==> src/rtl/pipe_adder_pkg.sv <==
// pipe_adder_pkg: shared types and elaboration helpers for the pipelined adder.
package pipe_adder_pkg;

    // Per-stage bookkeeping: beat valid plus the carry handed to the next slice.
    typedef struct packed {
        logic vld;
        logic carry;
    } stage_rec_t;

    function automatic int chunk_width(input int width, input int stages);
        return width / stages;
    endfunction

    function automatic bit cfg_ok(input int width, input int stages);
        return (stages >= 1) && (stages <= width) && ((width % stages) == 0);
    endfunction

endpackage

==> src/rtl/pipe_adder_slice.sv <==
// adder_slice: CW-bit adder chunk with registered sum and carry, advanced by en.
// CLR marks the slice whose registers drive block outputs and must read 0 after reset.
module adder_slice
    import pipe_adder_pkg::*;
#(
    parameter int CW  = 8,
    parameter bit CLR = 1'b0
) (
    input  logic          clk,
    input  logic          rst,
    input  logic          en,
    input  logic [CW-1:0] a,
    input  logic [CW-1:0] b,
    input  logic          ci,
    output logic [CW-1:0] sum_q,
    output logic          co_q
);

    logic [CW:0]   res;
    logic [CW-1:0] sum_d;
    logic          co_d;

    always_comb begin
        res   = {1'b0, a} + {1'b0, b} + {{CW{1'b0}}, ci};
        sum_d = sum_q;
        co_d  = co_q;
        if (en) begin
            sum_d = res[CW-1:0];
            co_d  = res[CW];
        end
    end

    always_ff @(posedge clk) begin
        sum_q <= sum_d;
        co_q  <= co_d;
        if (CLR && rst) begin
            sum_q <= '0;
            co_q  <= 1'b0;
        end
    end

endmodule

==> src/rtl/pipe_adder.sv <==
// pipe_adder: STAGES-deep carry-sliced adder with valid/ready on both sides.
// Define PIPE_ADDER_SUB_EN to add the sub port (a - b when sub=1, cin=0).
module pipe_adder
    import pipe_adder_pkg::*;
#(
    parameter int WIDTH  = 32,
    parameter int STAGES = 4
) (
    input  logic             clk,
    input  logic             rst,
    input  logic             in_valid,
    output logic             in_ready,
    input  logic [WIDTH-1:0] a,
    input  logic [WIDTH-1:0] b,
    input  logic             cin,
`ifdef PIPE_ADDER_SUB_EN
    input  logic             sub,
`endif
    output logic             out_valid,
    input  logic             out_ready,
    output logic [WIDTH-1:0] sum,
    output logic             cout,
    output logic             ovf
);

    localparam int CW = chunk_width(WIDTH, STAGES);

    if (!cfg_ok(WIDTH, STAGES)) begin : g_bad_cfg
        $error("pipe_adder: WIDTH must be a multiple of STAGES, 1 <= STAGES <= WIDTH");
    end

    logic                         adv;
    logic [STAGES-1:0]            vld_q, vld_d;
    stage_rec_t [STAGES-1:0]      stg;
    logic [STAGES-1:0]            carry_s;
    logic [STAGES-1:0][CW-1:0]    a_sk, b_sk, sum_s, sum_out;
    logic [WIDTH-1:0]             b_eff;
    logic                         cin_eff;
    logic [1:0]                   msb_q, msb_d;

    // Subtract folds into the operand before skewing, so the inverted b
    // and adjusted carry ride along with the beat.
`ifdef PIPE_ADDER_SUB_EN
    assign b_eff   = sub ? ~b : b;
    assign cin_eff = cin ^ sub;
`else
    assign b_eff   = b;
    assign cin_eff = cin;
`endif

    assign out_valid = stg[STAGES-1].vld;
    assign adv       = !out_valid || out_ready;
    assign in_ready  = adv || rst;

    always_comb begin
        for (int i = 0; i < STAGES; i++) begin
            stg[i].vld   = vld_q[i];
            stg[i].carry = carry_s[i];
        end
    end

    always_comb begin
        vld_d = vld_q;
        if (adv) begin
            vld_d[0] = in_valid;
            for (int i = 1; i < STAGES; i++) vld_d[i] = stg[i-1].vld;
        end
    end

    always_ff @(posedge clk) begin
        if (rst) vld_q <= '0;
        else     vld_q <= vld_d;
    end

    genvar k;
    for (k = 0; k < STAGES; k++) begin : g_slice
        logic ci;

        if (k == 0) begin : g_head
            assign a_sk[k] = a[CW-1:0];
            assign b_sk[k] = b_eff[CW-1:0];
            assign ci      = cin_eff;
        end else begin : g_skew
            logic [k-1:0][CW-1:0] as_q, as_d, bs_q, bs_d;

            always_comb begin
                as_d = as_q;
                bs_d = bs_q;
                if (adv) begin
                    as_d[0] = a[k*CW +: CW];
                    bs_d[0] = b_eff[k*CW +: CW];
                    for (int i = 1; i < k; i++) begin
                        as_d[i] = as_q[i-1];
                        bs_d[i] = bs_q[i-1];
                    end
                end
            end

            always_ff @(posedge clk) begin
                as_q <= as_d;
                bs_q <= bs_d;
            end

            assign a_sk[k] = as_q[k-1];
            assign b_sk[k] = bs_q[k-1];
            assign ci      = stg[k-1].carry;
        end

        adder_slice #(
            .CW  (CW),
            .CLR (k == STAGES - 1)
        ) u_slice (
            .clk   (clk),
            .rst   (rst),
            .en    (adv),
            .a     (a_sk[k]),
            .b     (b_sk[k]),
            .ci    (ci),
            .sum_q (sum_s[k]),
            .co_q  (carry_s[k])
        );

        if (k == STAGES - 1) begin : g_nodeskew
            assign sum_out[k] = sum_s[k];
        end else begin : g_deskew
            localparam int D = STAGES - 1 - k;
            logic [D-1:0][CW-1:0] ds_q, ds_d;

            always_comb begin
                ds_d = ds_q;
                if (adv) begin
                    ds_d[0] = sum_s[k];
                    for (int i = 1; i < D; i++) ds_d[i] = ds_q[i-1];
                end
            end

            // Only the element feeding the sum port needs a reset value.
            always_ff @(posedge clk) begin
                ds_q <= ds_d;
                if (rst) ds_q[D-1] <= '0;
            end

            assign sum_out[k] = ds_q[D-1];
        end
    end

    // Sign bits of the top chunk travel with the last slice; carry into the
    // MSB is recovered as a ^ b ^ sum at that bit.
    always_comb begin
        msb_d = msb_q;
        if (adv) msb_d = {a_sk[STAGES-1][CW-1], b_sk[STAGES-1][CW-1]};
    end

    always_ff @(posedge clk) begin
        if (rst) msb_q <= '0;
        else     msb_q <= msb_d;
    end

    assign sum  = sum_out;
    assign cout = stg[STAGES-1].carry;
    assign ovf  = cout ^ msb_q[1] ^ msb_q[0] ^ sum[WIDTH-1];

endmodule
==> config.mk <==
export PLATFORM = sky130hd
export DESIGN_NAME = pipe_adder
export DESIGN_NICKNAME = d
export VERILOG_FILES = /design/src/rtl/pipe_adder_pkg.sv /design/src/rtl/pipe_adder_slice.sv /design/src/rtl/pipe_adder.sv
export SDC_FILE = /design/constraint.sdc
export NUM_CORES = 1
export LEC_CHECK = 0
export BUFFER_PORTS_ARGS = -buffer_cell sky130_fd_sc_hd__buf_2
export CAP_MARGIN = 20
export CORE_MARGIN = 2
export CORE_UTILIZATION = 35
export DETAILED_ROUTE_END_ITERATION = 10
export PLACE_DENSITY = 0.5
export SETUP_SLACK_MARGIN = 0.2
export SYNTH_ARGS = -nofsm -noshare
export SYNTH_HDL_FRONTEND = slang
export SYNTH_SLANG_ARGS = --single-unit
==> constraint.sdc <==
create_clock -name clk -period 3.4 [get_ports clk]
set_input_delay 0.17 -clock clk [delete_from_list [all_inputs] [get_ports clk]]
set_output_delay 0.17 -clock clk [all_outputs]
set_load 0.005 [all_outputs]
* Word-level counts from Yosys, hierarchy flattened *
Index checks and enable logic that the tools add are counted.

cells by class
  divide/modulo/power cells = 0
  mux-type cells = 0
  $lt $le $gt $ge = 0
  add/sub/neg operators = 8
  reduce and logical (&&, ||, !) cells = 3
  equality and inequality tests = 0
  shift-type cells = 0
  bitwise gates (word level) = 3
  $mul = 0

operators with widths
  cell              count
  $add 8x8->9       4
  $add 9x1->9       4
  $xor 1x1->1       3
  $logic_or 1x1->1  2
  $logic_not 1->1   1

word-level totals
  latch bits = 0
  bits of input ports = 69
  ROM bits = 0
  memories kept = 0
  logic and storage cells = 42
  memory bits (writable) = 0
  bits in registers = 186

* Logic depth before layout (Yosys ltp) *
Gate-level depths: netlist of run 1.

  depth after elaboration = 3
  gate-level depth with buffers = 7
  depth with buffers taken out = 6

* Hierarchy *
Synthesis of run 1 repeated with hierarchy kept, for this count alone.

unflattened totals
  cells, all modules = 488
  area, all modules = 7,280.7 um2

modules (own cells, without submodules)
  module                                 cells an instance  times used  area each (um2)
  pipe_adder                             270                1           4,812.1
  adder_slice at g_slice[0].u_slice ...  49                 2           601.8
  adder_slice at g_slice[3].u_slice      69                 1           663.1
  adder_slice at g_slice[2].u_slice      51                 1           601.8

* Least setup slack after synthesis of run 1 *
OpenSTA, ideal clock, no wires.

  kind = flip-flop to flip-flop
  start point = reg vld_q[3]
  end point = reg g_slice[2].g_skew.as_q (netlist bit a_sk[16]), enable pin
  buffers on the path = 3
  cell stages (with the launch flop) = 6
  slack = 339 ps
  arrival time = 2,618 ps
  clock period less this slack = 3,061 ps
  required time = 2,956 ps
  cell sequence = dfxtp_1 > nor2b_4 > buf_6 > inv_1 > buf_2 > buf_2

between the ends
  longest elaborated chain between the ends = 2

RTL lines
  what                      RTL line           text
  start: declaration        pipe_adder.sv:33   logic [STAGES-1:0] vld_q, vld_d;
  start signal: assignment  pipe_adder.sv:72   else vld_q <= vld_d;
  $logic_not 1->1           pipe_adder.sv:52   assign adv = !out_valid || out_ready;
  $logic_or 1x1->1          pipe_adder.sv:52
  via adv                   pipe_adder.sv:32   logic adv;
  end signal: assignment    pipe_adder.sv:100  as_q <= as_d;
  end: declaration          pipe_adder.sv:84   logic [k-1:0][CW-1:0] as_q, as_d, bs_q, bs_d;

The timed path passes the listed nets, and every way through them passes these cells.
A chain may end at the register's enable or synchronous reset.

* Worst setup path after layout of run 1 *
  start point = reg g_slice[3].g_skew.as_q (netlist bit a_sk[24])
  end point = reg g_slice[3].u_slice.sum_q[6]

between the ends
  longest elaborated chain between the ends = 2

RTL lines
  what                      RTL line                text
  start: declaration        pipe_adder.sv:84
  start signal: assignment  pipe_adder.sv:100
  $add 8x8->9               pipe_adder_slice.sv:24  res = {1'b0, a} + {1'b0, b} + {{CW{1'b0}}, ci};
  $add 9x1->9               pipe_adder_slice.sv:24
  end signal: assignment    pipe_adder_slice.sv:34  sum_q <= sum_d;
  end: declaration          pipe_adder_slice.sv:15  output logic [CW-1:0] sum_q,

Every way passes these cells.

==> flow_summary.json, run 1 <==
{
  "numClockSinks": 186,
  "fmax_ghz": 0.4094,
  "p_leak_nw": 3.623,
  "critPathLaunch": "a_sk[24]",
  "slew_viol_final": 0,
  "wl_met1_um": 5610,
  "vdd.ir_drop.worst_mv": 0.2692,
  "floorplan.die.height_um": 147.6,
  "most-common-layout-cells": "sky130_fd_sc_hd__edfxtp_1 (147), sky130_fd_sc_hd__buf_2 (104), sky130_fd_sc_hd__nand2_1 (75), sky130_fd_sc_hd__dlygate4sd3_1 (49), sky130_fd_sc_hd__a21oi_1 (45)",
  "ant_nets": 0,
  "worstHoldPathType": "input port to flop",
  "clock_path_buffers": 2,
  "grt_pass1_vias": 4147,
  "power_share_of_the_clock_group_pct": 35.1,
  "crit_chain": "fa_1, fa_1, a211o_1, a211oi_1, o21ai_0, a311oi_1",
  "internal_power_w": 0.004074,
  "timing.final.crit_period_ps": 2443,
  "globalRoute.totalOverflow": 0,
  "via_per_inst": 4.462,
  "synth.lib_cells_used.distinct": 39,
  "critical_path.slowest_cell": "sky130_fd_sc_hd__fa_1",
  "post_cts_resized": 0,
  "clock_skew_ps": 9.511,
  "drive_gt1_share_pct": 22.34,
  "synth_cells": 490,
  "final_nets": 741,
  "worstSetupPathType": "flop to flop",
  "seq_power_share_pct": 54.4,
  "reg2reg_slack_ps": 960,
  "postLayoutCoreUtil_pct": 44.39,
  "layout.cells.non_filler": 919,
  "synth_area_um2": 7218,
  "worst_path_most_repeated_cell": "sky130_fd_sc_hd__fa_1",
  "p_comb_share_pct": 10.4,
  "worst_r2r_startpoint": "a_sk[24]",
  "syn-num-nets": 595,
  "ys_seq_area_share_pct": 71.97,
  "tritoncts": "yes",
  "drtIter0Drc": 184,
  "cp_startpoint_kind": "flop",
  "grt_start_max_net_pins": 90,
  "finalSetupViolCount": 0,
  "worst_slew_pin_slew_ps": 778.5,
  "critical-path-max-stage-delay_ps": 490,
  "detailroute.via_count": 4101,
  "cp.buffers_inverters": 0,
  "critical_path_required_ps": 3730,
  "power.density_cell_area_nw_per_um2": 587.5,
  "global_route.usage.total_pct": 11.56,
  "place.port_buffers": 104,
  "yosysWarningCount": 0,
  "clockRootBuffer": "sky130_fd_sc_hd__clkbuf_16",
  "floorplan.initialDensity_pct": 35.67,
  "arrival_time_at_the_worst_endpoint_ps": 2780,
  "placementRows": 52,
  "die_area_um2": 21790,
  "drt_pre_antenna_iters": 4,
  "post_synth.cell_area_avg_um2": 14.73,
  "setup_tns_ps": 0,
  "area_growth_pct": 24.42,
  "netSwitchingPower_w": 0.001202,
  "met2_wirelength_um": 5615,
  "final-hold-violation-count": 0,
  "post_cts_setup_buffers": 0,
  "swShare_pct": 22.78,
  "n_antenna_cell": 0,
  "place.gp.congestion": 0.7617,
  "worst_path_dominant_cell_family": "compound AO/OA/AOI/OAI gates",
  "end_kind": "flop",
  "cp.depth": 6,
  "cts_inserted_buffers": 17,
  "initial_antenna_violation_count": 0,
  "ff_to_ff_end": "g_slice[3].u_slice.sum_q[6]",
  "layout_commonest_cell": "sky130_fd_sc_hd__edfxtp_1",
  "die_w_um": 147.6,
  "detailed_place_hpwl_um": 7839,
  "timing.final.crit_share_pct": 71.84,
  "clk-insertion-delay-late_ps": 430,
  "routedWlPerCell_um": 13.15,
  "postRouteWirelength_um": 12080,
  "top_signal_layer_used": "met4",
  "htree_levels": 4,
  "first_pass_grt_wire_length_um": 19700,
  "post-place-cells": 838,
  "ios": 105,
  "drc": 0,
  "max_cap_viol_count": 0,
  "status": "completed",
  "slew_headroom_pct": 48.10,
  "flop_and_latch_count_out_of_synthesis": 186,
  "ctsHoldBuffers": 49,
  "grt_setup_unrepaired": "no",
  "detailroute.wirelength.met3_um": 661,
  "cts.reportedPaths.clkPinSlew_ps": 70,
  "total_power_w": 0.005276,
  "rr_worst_depth": 6,
  "design.core.area_um2": 20230,
  "path_max_fanout": 3,
  "crit_end": "g_slice[3].u_slice.sum_q[6]"
}
final cells by class:
type	count	area (um2)
Clock buffer	19	432.9
Multi-Input combinational cell	265	1803
Clock inverter	13	120.1
Tap cell	270	337.8
Fill cell	1837	11250
Sequential cell	186	5195
Timing Repair Buffer	157	1054
Inverter	9	38.79
worst min path at each step:
stage               slack, ps                     endpoint  cells past startpoint  start
floorplan                 270    g_slice[1].g_skew.as_q[0]                      0   a[8]
global placement          350    g_slice[1].g_skew.bs_q[2]                      1  b[10]
detailed placement        350    g_slice[2].g_skew.as_q[5]                      1  a[21]
CTS                        70  g_slice[0].u_slice.sum_q[0]                      2    cin
global route               70  g_slice[0].u_slice.sum_q[0]                      2    cin
finish                     90  g_slice[0].u_slice.sum_q[0]                      2    cin
worst register-to-register path: cells and delay by family (launching register included):
family / cells / cell delay (ps)
AOI/OAI and AO/OA: 4 / 1040
adders and majority gates: 2 / 930
DFF: 1 / 390
kinds of logic after synthesis:
logic type	after synthesis	synth area share, %
flip-flops	186	71.97
AND/OR/NAND/NOR	119	7.246
AO/OA/AOI/OAI	87	7.853
buffers and inverters	39	3.051
adder cells (fa/ha/maj)	36	7.072
XOR/XNOR	22	2.669
multiplexers	1	0.1387
cell usage after synthesis, drive strengths merged:
| master | number | area share, % |
|---|---|---|
| o41ai | 1 | 0.12 |
| or3 | 6 | 0.52 |
| nand2b | 2 | 0.17 |
| xor2 | 10 | 1.2 |
| mux2i | 1 | 0.14 |
| a21bo | 1 | 0.14 |
| a21oi | 45 | 3.1 |
| o21a | 5 | 0.52 |
| xnor2 | 12 | 1.5 |
| nor2b | 2 | 0.28 |
| ha | 28 | 4.9 |
| a211oi | 4 | 0.42 |
| nor3 | 7 | 0.49 |
| buf | 24 | 2.3 |
| a311oi | 1 | 0.12 |
| a2111oi | 1 | 0.38 |
| a21o | 5 | 0.52 |
| clkbuf | 6 | 0.31 |
| nor3b | 1 | 0.10 |
| o211ai | 10 | 1.0 |
| o21ai | 4 | 0.28 |
| inv | 9 | 0.47 |
| nand2 | 75 | 3.9 |
| o21bai | 3 | 0.31 |
| or4 | 1 | 0.10 |
| or2 | 2 | 0.17 |
| nand3 | 7 | 0.49 |
| edfxtp | 147 | 61 |
| nand3b | 1 | 0.10 |
| or4b | 1 | 0.19 |
| nor2 | 14 | 0.73 |
| dfxtp | 39 | 11 |
| a211o | 6 | 0.73 |
| fa | 8 | 2.2 |
| o41a | 1 | 0.16 |
flip-flops by register name, summed over array words and instances (netlist names):
name and count:
a_sk 16, b_sk 16, g_slice.g_deskew.ds_q 32, g_slice.g_skew.as_q 32, g_slice.g_skew.bs_q 32, g_slice.u_slice.co_q 4, g_slice.u_slice.sum_q 32, msb_q 2
sum 16, vld_q 4
metrics by stage:
stage               hold slack [ps]  setup WS, ps  area (um2)
floorplan                     268.9         338.6        7218
global route                  74.52         744.7        8981
CTS                           65.71         947.4        8981
global placement              345.9          1008        7938
finish                        86.84         957.4        8981
detailed placement            348.1         954.0        7938
power groups by stage:
stage	combinational, W	sequential [W]	clock (W)
floorplan	0.000364	0.00290	0
global placement	0.000501	0.00292	0
detailed placement	0.000513	0.00292	0
CTS	0.000561	0.00287	0.00192
global route	0.000629	0.00290	0.00201
finish	0.000550	0.00287	0.00185
routing by layer:
| metal | GRT usage (%) | vias to the layer above |
|---|---|---|
| li1 | - | 2061 |
| met1 | 14.53 | 1938 |
| met2 | 18.37 | 88 |
| met3 | 3.765 | 14 |
| met4 | 5.000 | 0 |
| met5 | 0 | - |
Power figures use the tool's default switching activity.
==> run 2, diff against run 1 <==
PLACE_DENSITY = 0.52   (was 0.5)
clock period = 1.99 ns   (was 3.4 ns; I/O delays follow)
==> flow_summary.json, run 2 (synthesis gave the netlist of run 1 again) <==
{
  "area_growth_pct": 27.30,
  "first_pass_grt_wire_length_um": 20530,
  "detailed_place_hpwl_um": 7942,
  "timing.final.crit_period_ps": 2190,
  "worstHoldPathType": "input port to flop",
  "cp_startpoint_kind": "flop",
  "grt_start_max_net_pins": 83,
  "postLayoutCellArea_um2": 9189,
  "path_max_fanout": 3,
  "ios": 105,
  "ant_nets": 0,
  "most-common-layout-cells": "sky130_fd_sc_hd__edfxtp_1 (147), sky130_fd_sc_hd__buf_2 (104), sky130_fd_sc_hd__nand2_1 (74), sky130_fd_sc_hd__dlygate4sd3_1 (49), sky130_fd_sc_hd__dfxtp_1 (39)",
  "clockRootBuffer": "sky130_fd_sc_hd__clkbuf_16",
  "design.core.area_um2": 20230,
  "setup_tns_ps": -770.4,
  "drive_gt1_share_pct": 26.96,
  "drt_pre_antenna_iters": 4,
  "floorplan.die.height_um": 147.6,
  "cts_inserted_buffers": 17,
  "clk-insertion-delay-late_ps": 430,
  "global_route.usage.total_pct": 12.03,
  "drtIter0Drc": 219,
  "timing.final.crit_share_pct": 110.0,
  "tritoncts": "yes",
  "slew_viol_final": 0,
  "place.gp.congestion": 0.7419,
  "n_antenna_cell": 0,
  "fillers": 1802,
  "worstSetupPathType": "flop to flop",
  "layout_setup_ws_ps": -199.9,
  "die_area_um2": 21790,
  "cts.reportedPaths.clkPinSlew_ps": 70,
  "status": "complete, but fails checks",
  "die_w_um": 147.6,
  "postRouteWirelength_um": 12580,
  "grt_pass1_vias": 4351,
  "floorplan.initialDensity_pct": 35.67,
  "worst_slew_pin_slew_ps": 677.4,
  "clock_path_buffers": 2,
  "critical-path-max-stage-delay_ps": 420,
  "place.port_buffers": 104,
  "routedWlPerCell_um": 13.47,
  "worst_path_most_repeated_cell": "sky130_fd_sc_hd__fa_2",
  "initial_antenna_violation_count": 0,
  "postLayoutCoreUtil_pct": 45.41,
  "htree_levels": 4,
  "grt_setup_unrepaired": "yes",
  "power.density_cell_area_nw_per_um2": 992.5,
  "finalSetupViolCount": 10,
  "clock_skew_ps": 8.704,
  "detailroute.via_count": 4251,
  "crit_chain": "fa_2, fa_2, a211o_1, a211oi_2, o21ai_1, a311oi_1",
  "critical_path.slowest_cell": "sky130_fd_sc_hd__edfxtp_1",
  "layout_commonest_cell": "sky130_fd_sc_hd__edfxtp_1",
  "numClockSinks": 186,
  "final-hold-violation-count": 0,
  "globalRoute.totalOverflow": 0,
  "slew_headroom_pct": 54.84,
  "final_nets": 756,
  "vdd.ir_drop.worst_mv": 0.6152,
  "arrival_time_at_the_worst_endpoint_ps": 2520,
  "via_per_inst": 4.551,
  "drc": 0,
  "end_kind": "flop",
  "detailed_place.area_um2": 8006,
  "dpl_worst_slack_ps": -256.1,
  "worst_hold_slack_ps": 38.91,
  "max_cap_viol_count": 0,
  "placementRows": 52,
  "p_leak_nw": 3.718,
  "fmax_ghz": 0.4566,
  "violated_checks": "negative setup slack",
  "critical_path_required_ps": 2320
}
## run 2: timing repair
action / CTS / global route
pin swaps: 16 / 5
endpoints found under the setup margin: 12 / 93
setup buffers: 7 / 2
gates resized for setup: 10 / 5
hold endpoints to repair: 49 / 0
hold buffers: 49 / 0
## run 2: final timing paths
| check | startpoint | depth (start not counted) | endpoint | slack, ps |
|---|---|---|---|---|
| setup / recovery | a_sk[24] | 6 | g_slice[3].u_slice.sum_q[6] | -200 |
| setup reg to reg | a_sk[24] | 6 | g_slice[3].u_slice.sum_q[6] | -200 |
| hold reg to reg | g_slice[0].g_deskew.ds_q[3] | 0 | g_slice[0].g_deskew.ds_q[11] | 410 |
| hold / removal | out_ready | 4 | sum[15] | 40 |
## run 2: per-stage QoR
stage | std cells | power (W)
6_report | 934 | 0.009120
5_1_grt | 934 | 0.009588
4_1_cts | 932 | 0.009235
3_5_place_dp | 844 | 0.005908
3_3_place_gp | 844 | 0.005877
2_1_floorplan | 490 | 0.005586
## run 2: report_power, final
group	internal [W]	total [W]	switching, W
Combinational	0.000565	0.00106	0.000494
Clock	0.00180	0.00315	0.00135
Sequential	0.00474	0.00491	0.000173
## run 2: cell type report
cell class	count	area [um2]	share of cell area, %
well taps	270	337.8	3.676
multi-input cells	265	1888	20.55
repair buffers	172	1172	12.76
flip-flops and latches	186	5195	56.54
clock buffers	26	520.5	5.664
inverters	9	38.79	0.4221
clock inverters	6	36.28	0.3949
## run 2: per-layer routing
layer | GRT usage, % | share of wire [%] | vias to the layer above
met4 | 4.615 | 1.4 | 0
met2 | 19.98 | 49 | 95
met3 | 4.012 | 5.6 | 14
li1 | - | - | 2098
met5 | 0 | 0 | -
met1 | 14.56 | 44 | 2044
## run 2: critical path, delay by kind of cell, from the launching register on
kind | cells | cell delay, ps
adders and majority gates | 2 | 770
AOI/OAI and AO/OA | 4 | 900
DFF | 1 | 420
